File: src/rtl/uart_rx.sv
// 8N1 UART receiver with 16x oversampling; samples each bit at its centre using a 2-flop synchronized line.
// Good bytes raise a one-clk Flag_Rx; a low stop bit raises frame_err and waits for the line to go idle.
module uart_rx #(
  parameter int CLK_HZ = 50000000,
  parameter int BAUD   = 115200
) (
  input  logic       clk,
  input  logic       rst,
  input  logic       rx,
  output logic [7:0] UART_Rx,
  output logic       Flag_Rx,
  output logic       frame_err,
  output logic       busy
);

  localparam int DIV_RAW = CLK_HZ / (BAUD * 16);
  localparam int DIV     = (DIV_RAW < 1) ? 1 : DIV_RAW;
  localparam int DW      = (DIV > 1) ? $clog2(DIV) : 1;
  localparam logic [DW-1:0] DIV_LAST = DW'(DIV - 1);

  typedef enum logic [2:0] {
    ST_IDLE      = 3'd0,
    ST_START     = 3'd1,
    ST_DATA      = 3'd2,
    ST_STOP      = 3'd3,
    ST_WAIT_HIGH = 3'd4
  } state_t;

  state_t          state_q, state_d;
  logic            rx_meta_q, rx_meta_d;
  logic            rx_s_q, rx_s_d;
  logic [DW-1:0]   div_cnt_q, div_cnt_d;
  logic [3:0]      os_cnt_q, os_cnt_d;
  logic [2:0]      bit_idx_q, bit_idx_d;
  logic [7:0]      shift_q, shift_d;
  logic [7:0]      rx_byte_q, rx_byte_d;
  logic            flag_q, flag_d;
  logic            ferr_q, ferr_d;
  logic            tick;

  assign tick      = (div_cnt_q == DIV_LAST);
  assign UART_Rx   = rx_byte_q;
  assign Flag_Rx   = flag_q;
  assign frame_err = ferr_q;
  assign busy      = (state_q != ST_IDLE);

  always_comb begin
    rx_meta_d = rx;
    rx_s_d    = rx_meta_q;
    state_d   = state_q;
    div_cnt_d = tick ? '0 : div_cnt_q + DW'(1);
    os_cnt_d  = tick ? os_cnt_q + 4'd1 : os_cnt_q;
    bit_idx_d = bit_idx_q;
    shift_d   = shift_q;
    rx_byte_d = rx_byte_q;
    flag_d    = 1'b0;
    ferr_d    = 1'b0;

    case (state_q)
      ST_IDLE: begin
        // Restart both counters so the mid-bit sample lands relative to this edge.
        if (!rx_s_q) begin
          state_d   = ST_START;
          div_cnt_d = '0;
          os_cnt_d  = 4'd0;
        end
      end
      ST_START: begin
        if (tick && os_cnt_q == 4'd7) begin
          if (!rx_s_q) begin
            state_d   = ST_DATA;
            bit_idx_d = 3'd0;
            os_cnt_d  = 4'd0;
          end else begin
            state_d = ST_IDLE;
          end
        end
      end
      ST_DATA: begin
        if (tick && os_cnt_q == 4'd15) begin
          shift_d[bit_idx_q] = rx_s_q;
          if (bit_idx_q == 3'd7) begin
            state_d = ST_STOP;
          end else begin
            bit_idx_d = bit_idx_q + 3'd1;
          end
        end
      end
      ST_STOP: begin
        // Leaving at mid stop bit leaves half a bit to catch a back-to-back start edge.
        if (tick && os_cnt_q == 4'd15) begin
          if (rx_s_q) begin
            rx_byte_d = shift_q;
            flag_d    = 1'b1;
            state_d   = ST_IDLE;
          end else begin
            ferr_d  = 1'b1;
            state_d = ST_WAIT_HIGH;
          end
        end
      end
      ST_WAIT_HIGH: begin
        if (rx_s_q) begin
          state_d = ST_IDLE;
        end
      end
      default: begin
        state_d = ST_IDLE;
      end
    endcase
  end

  always_ff @(posedge clk or negedge rst) begin
    if (!rst) begin
      state_q   <= ST_IDLE;
      rx_meta_q <= 1'b1;
      rx_s_q    <= 1'b1;
      div_cnt_q <= '0;
      os_cnt_q  <= 4'd0;
      bit_idx_q <= 3'd0;
      shift_q   <= 8'h00;
      rx_byte_q <= 8'h00;
      flag_q    <= 1'b0;
      ferr_q    <= 1'b0;
    end else begin
      state_q   <= state_d;
      rx_meta_q <= rx_meta_d;
      rx_s_q    <= rx_s_d;
      div_cnt_q <= div_cnt_d;
      os_cnt_q  <= os_cnt_d;
      bit_idx_q <= bit_idx_d;
      shift_q   <= shift_d;
      rx_byte_q <= rx_byte_d;
      flag_q    <= flag_d;
      ferr_q    <= ferr_d;
    end
  end

endmodule

File: config.mk
export PLATFORM = sky130hd
export DESIGN_NAME = uart_rx
export DESIGN_NICKNAME = d
export VERILOG_FILES = /design/src/rtl/uart_rx.sv
export SDC_FILE = /design/constraint.sdc
export NUM_CORES = 1
export LEC_CHECK = 0
export ABC_CLOCK_PERIOD_IN_PS = 2300
export BUFFER_PORTS_ARGS = -buffer_cell sky130_fd_sc_hd__buf_2
export CORE_UTILIZATION = 40
export DETAILED_ROUTE_END_ITERATION = 7
export SETUP_SLACK_MARGIN = 0.15
export SLEW_MARGIN = 10
export SYNTH_ARGS = -nofsm -noshare
export SYNTH_HDL_FRONTEND = slang
export SYNTH_SLANG_ARGS = --single-unit
File: constraint.sdc
create_clock -name clk -period 2.3 [get_ports clk]
set_input_delay 0.345 -clock clk [delete_from_list [all_inputs] [get_ports clk]]
set_output_delay 0.345 -clock clk [all_outputs]
set_load 0.03 [all_outputs]
==> results.json <==
{
  "status": "finished clean",
  "setup_viol": 0,
  "drtAntennaViolNets": 0,
  "fin_skew_ps": 6.331,
  "irDropWorstVdd_uv": 483.5,
  "first_iter_violations": 30,
  "postCtsSetupRepairBufs": 0,
  "cts_resized": 0,
  "port_buffers": 13,
  "syn2layout_area_growth_pct": 11.54,
  "power_density_mw_per_mm2": 634.9,
  "grt_pass1_vias": 1058,
  "synth_area_mm2": 0.001670,
  "path_buf_inv": 1,
  "row_count": 23,
  "syn_inst": 137,
  "finalHoldViolations": 0,
  "drc": 0,
  "cp_cell_sequence": "inv_1 -> ha_1 -> and4b_1 -> and2_4 -> and3_4 -> mux2_4",
  "synth_top_flop_cell": "dfrtp_1",
  "htreeDepth": 2,
  "wire_per_inst_um": 13.97,
  "worstSetupPathType": "flop to flop",
  "initial_core_util_pct": 41.76,
  "numCtsBuffers": 5,
  "synth.net_count": 145,
  "start_kind": "flop",
  "dpl.hpwl_mm": 1.900,
  "place.gp.congestion": 0.7952,
  "p_leak_nw": 0.8704,
  "crit_family": "simple AND/OR/NAND/NOR gates",
  "crit_path_end_kind": "flop",
  "cts.hold.buffers_added": 0,
  "rsz0062_at_grt": "false",
  "grt_max_degree": 36,
  "cp_slowest_cell": "dfrtp_1",
  "relSlewSlack_pct": 48.35,
  "postLayoutCoreUtil_pct": 46.57,
  "worstReg2RegStart": "div_cnt_q[0]$_DFF_PN0_",
  "clock-sinks": 35,
  "grt.total_usage_pct": 15.55,
  "ys_seq_elements": 35,
  "fin_tns_setup_ps": 0,
  "fin_crit_ps": 1855,
  "yosys_warnings": 0,
  "vias_per_cell": 5.256,
  "critPathArrivalTime_ps": 2020,
  "clk_path_buf_depth": 2,
  "seq_area_frac_synth_pct": 52.58,
  "period_share_pct": 80.64,
  "cp_data_required_time_ps": 2470,
  "synth_cell_types": 41,
  "die_width_um": 66.62,
  "async_flop_share_pct": 100.0,
  "coreArea_mm2": 0.004000,
  "mostFrequentLayoutCells": "dfrtp_1 (33), nor2_1 (13), buf_2 (13)",
  "ios": 14,
  "placed_cell_area_mm2": 0.001750,
  "worstSetupStartpoint": "div_cnt_q[0]$_DFF_PN0_",
  "clkSlewWorstSetupHoldPaths_ps": 80,
  "hold_path_class": "primary input to asynchronous set/reset pin",
  "cts_tree": "done",
  "grt_pass1_wl_mm": 5.002,
  "num_vias": 1067,
  "path_max_fanout": 9,
  "stdcell_area_mm2": 0.001863,
  "drt_wl_total_mm": 2.835,
  "p_total_mw": 1.183,
  "grt_remaining_overflow": 0,
  "critPathMaxStageDelay_ps": 410,
  "maxCapViolations": 0,
  "cts_root_buf": "clkbuf_8",
  "die_area_mm2": 0.004438,
  "mostFrequentLayoutCell": "dfrtp_1",
  "syn_area_per_cell_um2": 12.19,
  "nets": 160,
  "max_slew.worst_pin.slew_ps": 774.8,
  "antenna_found_initial": 0,
  "drive_gt1_share_pct": 28.76,
  "die_h_um": 66.62,
  "clock_latency_ps": 280,
  "dr.pass1.iters": 4,
  "finalMaxSlewViolations": 0,
  "synth_edf_count": 0,
  "fmax_mhz": 539.1,
  "antenna_cells": 0
}
power breakdown:
group | internal [mW] | leakage (nW) | switching (mW)
combinational | 0.00251 | 0.355 | 0.0131
sequential | 0.618 | 0.457 | 0.00391
clock | 0.323 | 0.0581 | 0.222
total | 0.943 | 0.870 | 0.239
cell usage after synthesis, drive strengths merged, types with 2 or more instances:
master / instances / share of area, %
o21ai: 5 / 1.5
nor3: 5 / 1.5
xor2: 4 / 2.1
nor2b: 3 / 1.1
nand3: 7 / 2.4
dfrtp: 33 / 49
nand2b: 3 / 1.1
xnor2: 2 / 1.0
nor4: 4 / 1.5
nor2: 13 / 2.9
ha: 5 / 3.7
nand2: 10 / 2.7
buf: 5 / 3.1
dfstp: 2 / 3.1
and3: 2 / 1.3
mux2: 16 / 13
logic make-up (layout without fill, tap and decap cells):
family | after synthesis | in the layout | synth area share (%)
simple gates | 56 | 56 | 19.55
flops | 35 | 35 | 52.58
mux | 17 | 17 | 13.18
compound gates | 11 | 11 | 4.270
buf+inv | 7 | 23 | 3.520
xor+xnor | 6 | 6 | 3.146
fa+ha+maj | 5 | 5 | 3.745
area by class of cell:
cell class | instances | area, µm²
Clock buffer | 5 | 68.82
Tap cell | 50 | 62.56
Inverter | 1 | 3.754
Multi-Input combinational cell | 95 | 733.2
Sequential cell | 35 | 878.3
Clock inverter | 3 | 43.79
Timing Repair Buffer | 14 | 72.57
Fill cell | 379 | 2137
worst register-to-register path, delay by kind of cell, from the launching register on:
family        cells  cell delay, ps
fa+ha+maj         1             130
buf+inv           1              70
flops             1             410
mux               1             320
simple gates      3             820
metrics by stage:
stage | hold slack [ps] | cells | worst slack [ps]
floorplan | 49.41 | 137 | 584.8
global placement | 346.4 | 195 | 480.2
detailed placement | 347.2 | 195 | 446.2
CTS | 149.1 | 203 | 422.2
global route | 148.8 | 203 | 296.5
finish | 137.1 | 203 | 445.2
state kept, by name, summed over array words and instances (netlist names):
| register | count |
|---|---|
| Flag_Rx | 1 |
| UART_Rx | 8 |
| bit_idx_q | 3 |
| div_cnt_q | 5 |
| frame_err | 1 |
| os_cnt_q | 4 |
| rx_meta_q | 1 |
| rx_s_q | 1 |
| shift_q | 8 |
| state_q | 3 |
path summary, 6_finish.rpt:
check	endpoint	slack, ps	cells after the start
setup / recovery	UART_Rx[7]$_DFFE_PN0P_	450	6
hold / removal	shift_q[1]$_DFFE_PN0P_	140	1
setup reg to reg	UART_Rx[7]$_DFFE_PN0P_	450	6
hold reg to reg	rx_s_q$_DFF_PN1_	360	0
max in group asynchronous	div_cnt_q[0]$_DFF_PN0_	1670	1
min in group clk	rx_meta_q$_DFF_PN1_	160	1
layer usage:
metal  vias up  GRT usage (%)  wire, µm
met4         0          6.117        41
met1       541          20.13      1330
met3         4          4.623        87
met5         -              0         0
li1        510              -         -
met2        12          24.12      1376
(Power assumes the default switching activity.)
